===== src/rtl/npc_pc_unit.sv =====
// Next-PC generator and architectural PC register for the RV32I core.
// Misaligned targets and external faults redirect to TRAP_VEC.
module npc_pc_unit #(
  parameter int              XLEN      = 32,
  parameter logic [XLEN-1:0] RESET_VEC = 32'h0000_0000,
  parameter logic [XLEN-1:0] TRAP_VEC  = 32'h0000_0100,
  parameter int              IALIGN    = 32
) (
  input  logic            clk,
  input  logic            reset_n,
  input  logic            stall_i,
  input  logic [2:0]      npc_op_i,
  input  logic            br_taken_i,
  input  logic [XLEN-1:0] imm_i,
  input  logic [XLEN-1:0] rs1_i,
  input  logic            trap_i,
  input  logic [3:0]      trap_cause_i,
  output logic [XLEN-1:0] pc_o,
  output logic [XLEN-1:0] npc_o,
  output logic [XLEN-1:0] pc4_o,
  output logic            trap_taken_o,
  output logic [XLEN-1:0] epc_o,
  output logic [XLEN-1:0] badaddr_o,
  output logic [3:0]      cause_o
);

  localparam logic [2:0] OP_BR   = 3'd1;
  localparam logic [2:0] OP_JAL  = 3'd2;
  localparam logic [2:0] OP_JALR = 3'd3;
  localparam logic [2:0] OP_MRET = 3'd4;

  localparam logic [XLEN-1:0] FOUR = XLEN'(4);

  logic [XLEN-1:0] pc_q;
  logic [XLEN-1:0] epc_q;
  logic [XLEN-1:0] bad_q;
  logic [3:0]      cause_q;

  logic [XLEN-1:0] rel_sum;
  logic [XLEN-1:0] jalr_sum;
  logic [XLEN-1:0] raw;
  logic            misal;
  logic            redirect;

  assign pc4_o    = pc_q + FOUR;
  assign rel_sum  = pc_q + imm_i;
  assign jalr_sum = rs1_i + imm_i;

  always_comb begin
    raw = pc4_o;
    unique case (1'b1)
      (npc_op_i == OP_BR):   raw = br_taken_i ? rel_sum : pc4_o;
      (npc_op_i == OP_JAL):  raw = rel_sum;
      (npc_op_i == OP_JALR): raw = {jalr_sum[XLEN-1:1], 1'b0};
      (npc_op_i == OP_MRET): raw = epc_q;
      default:               raw = pc4_o;
    endcase
  end

  // Only the 32-bit alignment build can see a bad target here.
  assign misal    = (IALIGN == 32) ? raw[1] : 1'b0;
  assign redirect = trap_i | misal;

  assign npc_o        = redirect ? TRAP_VEC : raw;
  assign trap_taken_o = !stall_i & redirect;

  always_ff @(posedge clk) begin
    if (!reset_n) begin
      pc_q    <= RESET_VEC;
      epc_q   <= '0;
      bad_q   <= '0;
      cause_q <= 4'd0;
    end else if (!stall_i) begin
      pc_q <= npc_o;
      if (trap_i) begin
        epc_q   <= pc_q;
        cause_q <= trap_cause_i;
        bad_q   <= '0;
      end else if (misal) begin
        epc_q   <= pc_q;
        cause_q <= 4'd0;
        bad_q   <= raw;
      end
    end
  end

  assign pc_o      = pc_q;
  assign epc_o     = epc_q;
  assign badaddr_o = bad_q;
  assign cause_o   = cause_q;

endmodule


===== config.mk =====
export PLATFORM = sky130hd
export DESIGN_NAME = npc_pc_unit
export DESIGN_NICKNAME = d
export VERILOG_FILES = /design/src/rtl/npc_pc_unit.sv
export SDC_FILE = /design/constraint.sdc
export NUM_CORES = 1
export LEC_CHECK = 0
export BUFFER_PORTS_ARGS = -buffer_cell sky130_fd_sc_hd__clkbuf_2
export CAP_MARGIN = 20
export CELL_PAD_IN_SITES_DETAIL_PLACEMENT = 0
export CELL_PAD_IN_SITES_GLOBAL_PLACEMENT = 1
export CORE_UTILIZATION = 27
export CTS_CLUSTER_DIAMETER = 30
export DETAILED_ROUTE_END_ITERATION = 8
export PLACE_DENSITY = 0.64
export SKIP_LAST_GASP = 1
export SYNTH_ARGS = -nofsm -noshare
export SYNTH_HDL_FRONTEND = slang
export SYNTH_SLANG_ARGS = --single-unit

===== constraint.sdc =====
create_clock -name clk -period 2.71 [get_ports clk]
set_input_delay 0 -clock clk [delete_from_list [all_inputs] [get_ports clk]]
set_output_delay 0 -clock clk [all_outputs]
set_load 0.1 [all_outputs]

== Word level (Yosys, flattened, before mapping) ==
Index checks and enable logic that the tools add are counted.
Operators by class
  add/sub/neg operators: 3
  eq/ne operators: 4
  muxes and demuxes: 9
  bitwise operators: 3
  reduce and logical (&&, ||, !) cells: 3
Operators with widths (number)
  32-bit two-way mux: 6
  32-bit case mux with 4 select lines: 1
  32-bit adder: 2
  32-bit by 3-bit adder with 32-bit output, second input constant: 1
  4-bit two-way mux: 2
  3-bit by 2-bit == test with 1-bit output, second input constant: 2
  3-bit by 1-bit == test with 1-bit output, second input constant: 1
  3-bit == test, second input constant: 1
  2-bit AND reduction: 1
  2-bit nonzero test: 1
  1-bit AND: 1
  1-bit logical NOT: 1
  1-bit NOT: 1
  1-bit bitwise OR: 1
Storage, ports and cells
  register bits after elaboration: 100
  word-level logic and storage cells: 26

== Depth between registers and ports, before layout ==
  word-level depth: 5
  gate-level depth with buffers: 13

== Worst setup path after synthesis ==
No wires, ideal clock.
  path kind: flip-flop to output port
  start: register pc_q[8] (netlist: pc_o[8])
  end: output npc_o[31]
  arrival time: 5.616 ns
  path slack: -2.906 ns
  stages on the path, launching flop included: 11
  path buffers: 1
  path through: dfxtp_1 and4_1 and4_1 and2_1 clkbuf_1 nand3_1 xnor2_1 a221oi_1 nand3_1 a211o_1 nor2b_1
Between the ends
  word-level cells in the longest chain between the ends: 4
  elaborated cells between the ends (all ways): 5
  those cells by class: add/sub: 2; mux: 3
RTL lines
  from (decl): RTL line 34  | logic [XLEN-1:0] pc_q;
  from (signal assigned): RTL line 74  | pc_q <= npc_o;
  32-bit by 3-bit adder with 32-bit output *: RTL line 45  | assign pc4_o = pc_q + FOUR;
  net pc4_o[31]: RTL line 20  | output logic [XLEN-1:0] pc4_o,
  32-bit two-way mux: RTL line 52  | (npc_op_i == OP_BR): raw = br_taken_i ? rel_sum : pc4_o;
  32-bit case mux with 4 select lines *: RTL line 51  | unique case (1'b1)
  32-bit two-way mux *: RTL line 64  | assign npc_o = redirect ? TRAP_VEC : raw;
  to (decl): RTL line 19  | output logic [XLEN-1:0] npc_o,
The timed path passes the listed nets; every way through them passes the cells marked *.

== Final worst setup path ==
  start: register pc_q[9] (netlist: pc_o[9])
  end: output npc_o[31]
Between the ends
  word-level cells in the longest chain between the ends: 4
  elaborated cells between the ends (all ways): 5
  those cells by class: add/sub: 2; mux: 3
RTL lines (RTL line)
  32-bit by 3-bit adder with 32-bit output / 32-bit adder (equally long branches): 45, 46
  32-bit two-way mux: 52
  32-bit case mux with 4 select lines *: 51
  32-bit two-way mux *: 64
Mark *: on every way between the ends. The rest lies on a longest branch, timed or not.

==> impl_metrics.toml <==
[sta]
fin_crit_sh_pct = 119
min_period_ns = 3.22
final-hold-violation-count = 0
rsz0062_at_grt = "yes"
tightest_slew_ns = 0.670
drv_slew = 0
fin_worst_hold_slack_ns = 0.0580
setup_viol = 58
fmax_mhz = 310
timing.final.ws_setup_ns = -0.511
finalSetupTns_ns = -12.83
slew_headroom_pct = 55.3
clock_skew_ns = 0.0151

[synthesis]
synth.distinct_cells = 78
synth_fp_nets = 1258
synth-edff-count = 0
synth_top_area_cell = "dfxtp_1"
syn_inst = 1118
ys.warnings.count = 0
ys_ff_latch = 100
synth_area_sq_um = 8260
synthTopCellsByCount = "nand2_1, a21oi_1, dfxtp_1, nor2_1, ha_1"
synth-seq-area-share_pct = 24.2
synth_area_leaders = "dfxtp_1, ha_1, nand2_1, a21oi_1, xnor2_1"
syn_area_per_cell_sq_um = 7.39
synth_top_area_share_pct = 24.2
yosysMostFrequentCell = "nand2_1"
synthFlopType = "dfxtp_1"
async_flop_share_pct = 0

[global_routing]
grt_pass1_wl_mm = 63.6
first_global_vias = 10464
grt_max_degree = 47
grt-ovfl-total = 0
antenna_found_initial = 0
grt_use_total_pct = 27.3

[clocking]
cts_tree = "yes"
h-tree-depth = 3
worstSkewPairLatency_ns = 0.37
cts-root-buf = "clkbuf_16"
clock-sinks = 100
numCtsBuffers = 9
cts.clk_slew.worst_paths_ns = 0.09
clk_path_buf_depth = 2

[detailed_routing]
ant_nets = 0
drt_iter0_drc = 688
dr.max_layer_used = "met4"
wl_met1_mm = 18.8
vias = 10723
viasPerCell = 5.32
drc = 0
finalWirelength_mm = 43.2
wl_met3_mm = 2.69
first_pass_iters = 5
routedWlPerCell_um = 21.4
wl_met2_mm = 20.8

[die]
dieArea_sq_um = 31300
rows = 63
io_pins = 241
dieHeight_um = 177
start_util_pct = 27.6
die_x_um = 177
coreArea_sq_um = 29900

[power_and_ir_drop]
power_mw = 5.63
leakagePower_nw = 6.53
seqPwrFrac_pct = 27.1
p_clk_share_pct = 25.5
p_int_mw = 3.17
vdd_drop_max_uv = 286
p_switching_mw = 2.46
pwr_density_cell_nw_per_um2 = 378
switching_share_pct = 43.7
comb_power_share_pct = 47.4

[final_layout]
antenna_cells = 0
area_delta_synth_final_pct = 80.4
final_nets = 1762
layout-drive-gt1-share_pct = 49.5

[worst_setup_path]
cp-end-kind = "output pin"
crit_arrival_ns = 3.22
worstSetupPathType = "register to output pin"
required_ns = 2.71
regToRegSetupSlack_ns = -0.34
cp-start-kind = "register"
reg2reg_depth = 19
cp_max_fo = 5

[run_status]
status = "finished with violations"
violations = "setup timing"

[min_path]
hold_path_class = "input port to register"
whs_path_depth = 3

[place]
dp_hpwl_mm = 33.8
gp_congestion = 0.907
numPortBuffers = 239

[flow_run]
maxCapViolCount = 0
[final cells by class]
class                           count  area [sq um]
Clock inverter                      7          91.3
Timing Repair Buffer              561          4350
Sequential cell                   100          2110
Tap cell                          390           488
Clock buffer                        9           225
Multi-Input combinational cell    931          7560
Inverter                           19          71.3
Fill cell                        2881         15000
[critical path, cell delays in order, from the launching register on]
cell     delay, ns
dfxtp_4       0.35
ha_1          0.29
buf_4         0.17
nand2_1       0.07
o21ai_0       0.22
a31oi_1       0.16
a31o_4        0.27
o221a_4       0.26
o31ai_4       0.27
mux2i_1       0.23
a211o_1       0.18
nor2b_4       0.19
buf_12        0.18
[logic make-up after synthesis]
family	after synthesis	synth area share, %
flops	100	24.2
other cells	1	0.0454
fa+ha+maj	64	9.88
simple gates	416	23.3
compound gates	370	29.6
mux	7	0.864
xor+xnor	73	7.74
buf+inv	87	4.29
[routing by layer]
layer	global-route usage, %	vias to the layer above
met2	46.9	394
met1	34.9	5173
met3	4.51	48
met4	7.33	0
met5	0	-
li1	-	5108
[per-stage QoR]
step,cells,setup slack [ns],cell area [sq um],utilization (%)
after floorplan,1118,-0.404,9440,-
after CTS,1995,-0.491,14500,48.4
after global routing,2017,-0.626,14900,49.9
after global placement,1929,-0.368,13300,44.5
final,2017,-0.511,14900,49.9
after detailed placement,1929,-0.374,13300,44.5
[cell usage in the layout, fill, tap and decap left out, types with 13 or more instances in the layout]
master	count
buf_4	290
clkbuf_2	196
a21oi_1	100
dfxtp_4	28
nor2_1	59
ha_1	49
dfxtp_1	70
o21ai_0	37
nor2_4	20
inv_1	16
buf_12	40
buf_6	30
a21oi_2	14
and2_1	14
nor3_1	15
nand4_1	20
a21o_1	22
xor2_1	17
nand2_1	164
o21ai_1	27
xnor2_1	19
ha_4	13
xnor2_4	24
a22oi_1	14
nand3_1	41
[power groups by stage]
stage | Sequential, mW | Combinational, mW | Clock (mW)
after floorplan | 1.80 | 1.21 | 0
after global placement | 1.56 | 2.40 | 0
after detailed placement | 1.56 | 2.40 | 0
after CTS | 1.52 | 2.57 | 1.47
after global routing | 1.53 | 2.81 | 1.52
final | 1.52 | 2.67 | 1.44
[final timing paths]
check | start | endpoint
worst min register to register | cause_o[3]$_SDFFE_PN0P_ | cause_o[3]$_SDFFE_PN0P_
worst max-delay path | pc_o[9]$_SDFFE_PN0N_ | npc_o[31]
worst max register to register | pc_o[0]$_SDFFE_PN0N_ | badaddr_o[10]$_SDFFE_PN0P_
worst min-delay path | reset_n | badaddr_o[11]$_SDFFE_PN0P_
[registers in the layout, indices dropped and copies added (netlist names)]
name       cells
cause_o        4
pc_o          32
epc_o         32
badaddr_o     32
[repair_timing]
action,in CTS,in global routing
resized for setup,91,59
gates cloned,0,0
hold endpoints to repair,6,0
setup buffers,54,30
hold buffers,5,0
pin swaps,68,52
endpoints found under the setup margin,54,68
Power figures use the tool's default switching activity.
